<file path="src/rtl/ram_uart_sequencer_pkg.sv">
// Shared types and widths for the RAM/UART sequencer: FSM state encoding and bus widths.
package ram_uart_sequencer_pkg;

    localparam int ADDR_W = 18;
    localparam int DATA_W = 16;

    typedef enum logic [3:0] {
        ST_RX_LO  = 4'd0,
        ST_RX_HI  = 4'd1,
        ST_WR_REQ = 4'd2,
        ST_WR_REL = 4'd3,
        ST_RD_REQ = 4'd4,
        ST_RD_REL = 4'd5,
        ST_TX_LO  = 4'd6,
        ST_TX_LOW = 4'd7,
        ST_TX_HI  = 4'd8,
        ST_TX_HIW = 4'd9,
        ST_ERR    = 4'd10
    } state_t;

    // States in which we are waiting on the controller's done handshake.
    function automatic logic is_mem_wait(input state_t s);
        return (s == ST_WR_REQ) || (s == ST_WR_REL) || (s == ST_RD_REQ) || (s == ST_RD_REL);
    endfunction

endpackage

</file>
<file path="src/rtl/ram_uart_sequencer_sync_2ff.sv">
// Two-flop synchroniser for a single asynchronous level (the controller's done flag).
module sync_2ff (
    input  logic clk,
    input  logic rst,
    input  logic d,
    output logic q
);

    logic meta;

    always_ff @(posedge clk or posedge rst) begin
        if (rst) begin
            meta <= 1'b0;
            q    <= 1'b0;
        end else begin
            meta <= d;
            q    <= meta;
        end
    end

endmodule

</file>
<file path="src/rtl/ram_uart_sequencer.sv">
// Collects UART byte pairs into 16-bit words, writes them to SRAM through the controller,
// then reads them back and streams the bytes out over UART TX (little-endian both ways).
//
// state  | meaning
// RX_LO  | waiting for low byte of next word
// RX_HI  | waiting for high byte; on arrival latch word and address
// WR_REQ | write strobe held until done_s
// WR_REL | write strobe released, waiting for done_s to fall
// RD_REQ | read strobe held until done_s, then capture read data
// RD_REL | read strobe released, waiting for done_s to fall
// TX_LO  | send low byte once TX idle
// TX_LOW | guard cycle while TX busy catches up
// TX_HI  | send high byte once TX idle
// TX_HIW | advance word index, read next word or finish
// ERR    | done handshake timed out; parked until reset
module ram_uart_sequencer
    import ram_uart_sequencer_pkg::*;
#(
    parameter int                WORD_COUNT   = 10,
    parameter logic [ADDR_W-1:0] BASE_ADDR    = '0,
    parameter int                DONE_TIMEOUT = 1023
) (
    input  logic              clk,
    input  logic              rst,
    input  logic [7:0]        rx_data,
    input  logic              rx_valid,
    output logic [7:0]        tx_data,
    output logic              tx_start,
    input  logic              tx_busy,
    output logic              mem_en,
    output logic              mem_we,
    output logic              mem_re,
    output logic [ADDR_W-1:0] mem_addr,
    output logic [DATA_W-1:0] mem_wdata,
    input  logic [DATA_W-1:0] mem_rdata,
    input  logic              mem_done,
    output logic              busy,
    output logic              overrun,
    output logic              error
);

    localparam int              TMO_W = $clog2(DONE_TIMEOUT + 1);
    localparam logic [ADDR_W:0] WC_L  = (ADDR_W + 1)'(WORD_COUNT);

    state_t              state;
    state_t              state_nxt;
    logic                done_s;
    logic [ADDR_W-1:0]   idx;
    logic [ADDR_W:0]     idx_inc;
    logic                last_word;
    logic [7:0]          lo;
    logic [DATA_W-1:0]   rdata;
    logic [TMO_W-1:0]    tmo_cnt;
    logic                tmo_hit;

    sync_2ff u_done_sync (
        .clk (clk),
        .rst (rst),
        .d   (mem_done),
        .q   (done_s)
    );

    // One extra bit so WORD_COUNT == 2^18 is representable.
    assign idx_inc   = {1'b0, idx} + (ADDR_W + 1)'(1);
    assign last_word = (idx_inc == WC_L);
    assign tmo_hit   = (tmo_cnt == TMO_W'(DONE_TIMEOUT));

    always_ff @(posedge clk or posedge rst) begin
        if (rst) begin
            state <= ST_RX_LO;
        end else begin
            state <= state_nxt;
        end
    end

    always_comb begin
        state_nxt = state;
        case (state)
            ST_RX_LO:  if (rx_valid) state_nxt = ST_RX_HI;
            ST_RX_HI:  if (rx_valid) state_nxt = ST_WR_REQ;
            ST_WR_REQ: begin
                if (done_s)       state_nxt = ST_WR_REL;
                else if (tmo_hit) state_nxt = ST_ERR;
            end
            ST_WR_REL: begin
                if (!done_s)      state_nxt = last_word ? ST_RD_REQ : ST_RX_LO;
                else if (tmo_hit) state_nxt = ST_ERR;
            end
            ST_RD_REQ: begin
                if (done_s)       state_nxt = ST_RD_REL;
                else if (tmo_hit) state_nxt = ST_ERR;
            end
            ST_RD_REL: begin
                if (!done_s)      state_nxt = ST_TX_LO;
                else if (tmo_hit) state_nxt = ST_ERR;
            end
            ST_TX_LO:  if (!tx_busy) state_nxt = ST_TX_LOW;
            ST_TX_LOW: state_nxt = ST_TX_HI;
            ST_TX_HI:  if (!tx_busy) state_nxt = ST_TX_HIW;
            ST_TX_HIW: state_nxt = last_word ? ST_RX_LO : ST_RD_REQ;
            ST_ERR:    state_nxt = ST_ERR;
            default:   state_nxt = ST_ERR;
        endcase
    end

    // Strobes decode straight from the state register so an async reset drops them at once.
    always_comb begin
        mem_en   = 1'b0;
        mem_we   = 1'b0;
        mem_re   = 1'b0;
        tx_start = 1'b0;
        error    = 1'b0;
        case (state)
            ST_WR_REQ: begin
                mem_en = 1'b1;
                mem_we = 1'b1;
            end
            ST_RD_REQ: begin
                mem_en = 1'b1;
                mem_re = 1'b1;
            end
            ST_WR_REL, ST_RD_REL, ST_TX_LO, ST_TX_HI: mem_en = 1'b1;
            ST_TX_LOW, ST_TX_HIW: begin
                mem_en   = 1'b1;
                tx_start = 1'b1;
            end
            ST_ERR:  error = 1'b1;
            default: ;
        endcase
        busy = (state != ST_RX_LO) || (idx != '0);
    end

    always_ff @(posedge clk or posedge rst) begin
        if (rst) begin
            idx       <= '0;
            lo        <= '0;
            rdata     <= '0;
            mem_addr  <= '0;
            mem_wdata <= '0;
            tx_data   <= '0;
            overrun   <= 1'b0;
            tmo_cnt   <= '0;
        end else begin
            if (state_nxt != state) begin
                tmo_cnt <= '0;
            end else if (is_mem_wait(state)) begin
                tmo_cnt <= tmo_cnt + TMO_W'(1);
            end

            if (rx_valid && (state != ST_RX_LO) && (state != ST_RX_HI)) begin
                overrun <= 1'b1;
            end

            case (state)
                ST_RX_LO: if (rx_valid) lo <= rx_data;
                ST_RX_HI: begin
                    if (rx_valid) begin
                        mem_wdata <= {rx_data, lo};
                        mem_addr  <= BASE_ADDR + idx;
                    end
                end
                ST_WR_REL: begin
                    if (!done_s) begin
                        if (last_word) begin
                            idx      <= '0;
                            mem_addr <= BASE_ADDR;
                        end else begin
                            idx <= idx_inc[ADDR_W-1:0];
                        end
                    end
                end
                ST_RD_REQ: if (done_s) rdata <= mem_rdata;
                ST_TX_LO:  if (!tx_busy) tx_data <= rdata[7:0];
                ST_TX_HI:  if (!tx_busy) tx_data <= rdata[15:8];
                ST_TX_HIW: begin
                    if (last_word) begin
                        idx <= '0;
                    end else begin
                        idx      <= idx_inc[ADDR_W-1:0];
                        mem_addr <= BASE_ADDR + idx_inc[ADDR_W-1:0];
                    end
                end
                default: ;
            endcase
        end
    end

endmodule

</file>
<file path="config.mk">
export PLATFORM = sky130hd
export DESIGN_NAME = ram_uart_sequencer
export DESIGN_NICKNAME = d
export VERILOG_FILES = /design/src/rtl/ram_uart_sequencer_pkg.sv /design/src/rtl/ram_uart_sequencer_sync_2ff.sv /design/src/rtl/ram_uart_sequencer.sv
export SDC_FILE = /design/constraint.sdc
export NUM_CORES = 1
export LEC_CHECK = 0
export ABC_AREA = 1
export CORE_UTILIZATION = 30
export DETAILED_ROUTE_END_ITERATION = 10
export PLACE_DENSITY = 0.56
export SYNTH_ARGS = -nofsm -noshare
export SYNTH_HDL_FRONTEND = slang
export SYNTH_SLANG_ARGS = --single-unit
</file>
<file path="constraint.sdc">
create_clock -name clk -period 5.1 [get_ports clk]
set_clock_uncertainty 0.2 [all_clocks]
set_input_delay 0.765 -clock clk [delete_from_list [all_inputs] [get_ports clk]]
set_output_delay 0.765 -clock clk [all_outputs]
set_load 0.01 [all_outputs]
</file>
Word-level counts from Yosys, hierarchy flattened
Index checks and enable logic that the tools add are counted.
W data, S select, Z words.
{"block": "op_classes", "add_sub_neg": 2, "n_mul": 0, "div_mod_pow": 0, "n_lt_le_gt_ge": 0, "n_eq_ne": 20, "n_shift": 0, "n_mux": 30, "bitwise_logic": 0, "reduce_logical": 21}
{"cell": "$mux W18", "n": 6}
{"cell": "$pmux W18 S3", "n": 1}
{"cell": "$pmux W4 S10", "n": 1}
{"cell": "$mux W4", "n": 9}
{"cell": "$pmux W18 S2", "n": 1}
{"cell": "$mux W10", "n": 2}
{"cell": "$add A18 B1 Y19 const B", "n": 1}
{"cell": "$eq A19 B4 Y1 const B", "n": 1}
{"cell": "$reduce_bool A18 Y1", "n": 1}
{"cell": "$eq A4 B3 Y1 const B", "n": 4}
{"cell": "$mux W8", "n": 2}
{"cell": "$pmux W8 S2", "n": 1}
{"cell": "$eq A4 B4 Y1 const B", "n": 3}
{"cell": "$ne A2 B2 Y1 const B", "n": 6}
{"cell": "$add A10 B1 Y10 const B", "n": 1}
{"cell": "$eq A10 B10 Y1 const B", "n": 1}
{"cell": "$eq A4 B2 Y1 const B", "n": 2}
{"cell": "$reduce_and A2 Y1", "n": 4}
{"cell": "$reduce_or A8 Y1", "n": 1}
{"cell": "$mux W3", "n": 2}
{"cell": "$reduce_bool A2 Y1", "n": 3}
{"cell": "$mux W1", "n": 5}
{"cell": "$reduce_and A5 Y1", "n": 1}
{"cell": "$eq A4 B1 Y1 const B", "n": 1}
{"cell": "9 further kinds", "n": 13}
{"block": "totals", "reg_bits": 101, "latchBits": 0, "mem_bits_rw": 0, "romBits": 0, "in_bits": 29, "output_inout_bits": 49, "elab_cells": 84, "mem_count": 0}

Depth between registers and ports, before layout
{"block": "logic_depth", "ltp_word": 7, "mapped_depth": 17, "depth_no_buf": 16}

Hierarchy
Synthesis repeated with hierarchy kept, for this count alone.
{"block": "hier_totals", "cells_unflattened": 628, "hier_area_um2": 5126.2}
{"module": "ram_uart_sequencer", "instances": 1, "cells_per_inst": 625, "area_per_inst_um2": 5072.4, "seq_area_each_um2": 2477.4}
{"module": "sync_2ff", "instances": 1, "cells_per_inst": 3, "area_per_inst_um2": 53.8, "seq_area_each_um2": 50.0}

Worst setup path before layout
OpenSTA, ideal clock, no wires.
{"block": "synth_timing", "path_type": "input to register", "start": "input rx_valid", "end": "register tmo_cnt[0]", "setup_ps": 121, "arrival_time_ps": 1979, "t_required_ps": 4779, "path_slack_ps": 2800, "cell_stages": 10, "path_buffers": 0, "cell_sequence": "inv_1 -> nor3_2 -> inv_1 -> o21ai_0 -> nor3_1 -> nand3_1 -> xor2_1 -> nor2_1 -> nand2_2 -> nor2_1"}
{"block": "synth_between", "elab_chain_cells": 4, "elab_cells_between_ends": 6, "classes_between": "eq/ne: 1; mux: 4; reduce/logical: 1"}
{"item": "start, declared", "line_no": "ram_uart_sequencer.sv:26", "source": "input logic rx_valid,"}
{"item": "$mux W4 (on tied branches)", "line_no": "ram_uart_sequencer.sv:80, ram_uart_sequencer.sv:79"}
{"item": "$pmux W4 S10 *", "line_no": "ram_uart_sequencer.sv:78", "source": "case (state)"}
{"item": "via state_nxt[1]", "line_no": "ram_uart_sequencer.sv:46", "source": "state_t state_nxt;"}
{"item": "$ne A4 B4 Y1 *", "line_no": "ram_uart_sequencer.sv:144", "source": "if (state_nxt != state) begin"}
{"item": "$mux W10 or $reduce_bool A2 Y1 (tied branches)"}
{"item": "end signal, assigned", "line_no": "ram_uart_sequencer.sv:147", "source": "tmo_cnt <= tmo_cnt + TMO_W'(1);"}
{"item": "end, declared", "line_no": "ram_uart_sequencer.sv:53", "source": "logic [TMO_W-1:0] tmo_cnt;"}
The timed path passes the listed nets; every way through them passes the cells marked *.
A chain may end at the register's enable or synchronous reset.

Final worst setup path
{"block": "layout_timing", "start": "register state[2]", "end": "output mem_en"}
{"block": "layout_between", "elab_chain_cells": 3, "elab_cells_between_ends": 10, "classes_between": "eq/ne: 8; mux: 1; reduce/logical: 1"}
{"item": "start, declared", "line_no": "ram_uart_sequencer.sv:45", "source": "state_t state;"}
{"item": "start signal, assigned", "line_no": "ram_uart_sequencer.sv:72", "source": "state <= state_nxt;"}
{"item": "$eq A4 B2 Y1, or another cell as far along", "line_no": "ram_uart_sequencer.sv:113", "source": "case (state)"}
{"item": "$reduce_or A8 Y1 (no source line) *"}
{"item": "$mux W1 *", "line_no": "ram_uart_sequencer.sv:113"}
{"item": "end, declared", "line_no": "ram_uart_sequencer.sv:30", "source": "output logic mem_en,"}
Mark *: on every way between the ends. The rest lies on a longest branch, timed or not.

==> results_dict.tcl <==
set metrics [dict create \
    clk_pin_slew_ns 0.08 \
    wl_per_cell_um 13.2 \
    crit_start "state[2]$_DFF_PP0_" \
    critPathKind "flip-flop to output pin" \
    die_y_um 132 \
    num_vias 4372 \
    viasPerCell 4.60 \
    path_cells "nor2_1, inv_1, nor2_1, nor2_1, nand2_2, inv_1, nand2_1, clkdlybuf4s50_1" \
    fin_crit_ns 3.37 \
    ioPinCount 78 \
    dieWidth_um 132 \
    rows 47 \
    core-area_um2 16600 \
    seq_area_frac_synth_pct 49.6 \
    drt_iter0_markers 292 \
    async_flop_share_pct 100 \
    slowest_stage "clkdlybuf4s50_1" \
    drive_above_1_share_pct 7.81 \
    internal_power_w 0.00182 \
    power.density_nw_per_um2 469 \
    final_hold_viol_count 0 \
    max_slew_margin_pct 55.7 \
    power_frac_seq_pct 38.8 \
    clock_sinks 101 \
    ant_nets 0 \
    ctsHoldBuffers 0 \
    slowest_delay_ns 0.55 \
    start_util_pct 30.7 \
    synth_seq_cells 101 \
    min_path_type "flip-flop to flip-flop" \
    nFillCells 1732 \
    reg2reg_from "state[2]$_DFF_PP0_" \
    critPathMostFrequentCell "nor2_1" \
    syn_nets 684 \
    antenna_found_initial 0 \
    ys_top_cells_by_count "229 x nand2_1, 101 x dfrtp_1, 57 x nor2_1, 51 x inv_1, 48 x o21ai_0" \
    syn_area_per_cell_um2 7.82 \
    syn_inst 651 \
    reg2reg_to "mem_addr[13]$_DFFE_PP0P_" \
    syn-cell-area_um2 5090 \
    comb_power_share_pct 38.8 \
    gp_congestion 0.930 \
    fmax_ghz 0.297 \
    h-tree-depth 3 \
    p_sw_share_pct 38.9 \
    overflow 0 \
    ys_top_cells_by_area "dfrtp_1 50%, nand2_1 17%, o21ai_0 4.7%" \
    dr.pass1.iters 5 \
    synthMostInstantiatedCell "nand2_1" \
    grt_pass1_vias 4233 \
    grt_usage_pct 15.5 \
    critPathArrivalTime_ns 2.40 \
    multi_input_area_um2 2260 \
    worstHoldStart "u_done_sync.meta$_DFF_PP0_" \
    final_cells 950 \
    place_inst 934 \
    worstPathRequired_ns 4.14 \
    cts_tree "built" \
    synth_ff_type "dfrtp_1" \
    cap_viol_max_count 0 \
    post-route-period-util_pct 66.0 \
    setup_violations 0 \
    r2r_slack_ns 1.76 \
    grt_first_pass_wirelength_um 21400 \
    diodes 0 \
    finish.net_count 758 \
    peakVddDrop_mv 0.256 \
    cp-start-kind "flip-flop" \
    drv_slew 0 \
    p_leak_nw 2.87 \
    ctsResizeCount 0 \
    synth_top_area_share_pct 49.6 \
    grt_max_degree 50 \
    synth_edf_count 0 \
    yosysTopAreaCell "dfrtp_1" \
    port_buffers 77 \
    status "completed" \
    reg2reg_depth 12 \
    finalSetupTns_ns 0 \
    switchingPower_w 0.00116 \
    worst_pin_slew_ns 0.664 \
    yosys_warnings 0 \
    cp-endpoint "mem_en" \
    rsz0062_at_grt "false" \
    clkPwrFrac_pct 22.4 \
    totalWireLength_um 12600 \
    clk_latency_ns 0.36 \
    critPathMaxFanout 6 \
    route.detailed.drc 0 \
    clock_tree.buffer_depth 2 \
    hpwl_um 9250 \
    worst_setup_path_end_kind "output pin" \
    post-cts-setup-buffers 0 \
    die_area_um2 17500 \
    cts_root_buffer "clkbuf_16" \
    cts_buffers 9 \
    power_w 0.00299 \
    syn_to_final_growth_pct 25.2 \
    synth.distinct_cells 36 \
    regArea_um2 2530 \
]
-- state kept, by name (all words and copies together) (netlist names) --
| name | count |
|---|---|
| idx | 18 |
| mem_addr | 18 |
| mem_wdata | 16 |
| rdata | 16 |
| tmo_cnt | 10 |
| lo | 8 |
| tx_data | 8 |
| state | 4 |
| overrun | 1 |
| u_done_sync.meta | 1 |
| u_done_sync.q | 1 |
-- cell families (layout without fill, tap and decap cells) --
| family | after synthesis | count (layout) | synth area share, % |
|---|---|---|---|
| XOR/XNOR | 11 | 11 | 1.89 |
| multiplexers | 1 | 1 | 0.197 |
| adder cells (fa/ha/maj) | 4 | 4 | 0.983 |
| buffers and inverters | 76 | 155 | 5.97 |
| flip-flops | 101 | 101 | 49.6 |
| AO/OA/AOI/OAI | 81 | 81 | 9.41 |
| AND/OR/NAND/NOR | 377 | 377 | 31.9 |
-- through the flow --
step / instance area (um2) / setup WS (ns) / util, % / hold WS [ns]
floorplan: 5090 / 1.49 / - / 0.131
global placement: 6090 / 1.45 / 36.7 / 0.146
detailed placement: 6090 / 1.44 / 36.7 / 0.149
CTS: 6380 / 1.71 / 38.4 / 0.162
global route: 6380 / 1.45 / 38.4 / 0.175
finish: 6380 / 1.73 / 38.4 / 0.157
-- worst min-delay path by stage --
| stage | to | slack [ns] | cells past startpoint |
|---|---|---|---|
| finish | u_done_sync.q$_DFF_PP0_ | 0.16 | 0 |
| global route | u_done_sync.q$_DFF_PP0_ | 0.17 | 0 |
| CTS | u_done_sync.q$_DFF_PP0_ | 0.16 | 0 |
| detailed placement | u_done_sync.q$_DFF_PP0_ | 0.15 | 0 |
| global placement | u_done_sync.q$_DFF_PP0_ | 0.15 | 0 |
| floorplan | u_done_sync.q$_DFF_PP0_ | 0.13 | 0 |
-- area by class of cell --
class                      instances  area share [%]
clock buffer                       9            3.53
clock inverter                     7            1.00
inverter                          57            3.39
multi-input combinational        474            35.4
sequential                       101            39.6
tap                              220            4.32
timing repair buffer              82            12.7
-- cells in the final DEF (no fill, tap or decap), types with 6 or more instances in the layout --
cell type and n:
clkdlybuf4s50_1 77, a31oi_1 8, xor2_1 8, o21ai_2 8
nand4_1 13, nand2_1 229, o22ai_1 6, nor2_2 6
dfrtp_1 101, nand2_2 7, clkbuf_16 9, o21ai_0 48
inv_1 50, nand3_1 44, nor2_1 57, nor3_1 6
-- layer usage --
| layer | vias up | share of wire [%] | global-route usage, % |
|---|---|---|---|
| met5 | - | 0 | 0 |
| met4 | 0 | 1.8 | 5.17 |
| met2 | 123 | 43 | 23.5 |
| met3 | 15 | 6.1 | 4.38 |
| li1 | 2251 | - | - |
| met1 | 1983 | 49 | 21.2 |
-- worst max-delay path, delay by kind of cell (launching register included) --
family                 cells  cell delay, ns
AND/OR/NAND/NOR            5            0.81
buffers and inverters      3            0.81
flip-flops                 1            0.42
-- power groups by stage --
stage	Sequential [W]	Clock (W)	Combinational (W)
6_report	0.00116	0.000669	0.00116
5_1_grt	0.00119	0.000724	0.00131
4_1_cts	0.00116	0.000699	0.00118
3_5_place_dp	0.00117	0	0.00117
3_3_place_gp	0.00117	0	0.00116
2_1_floorplan	0.00119	0	0.000700
(Power assumes the default switching activity.)
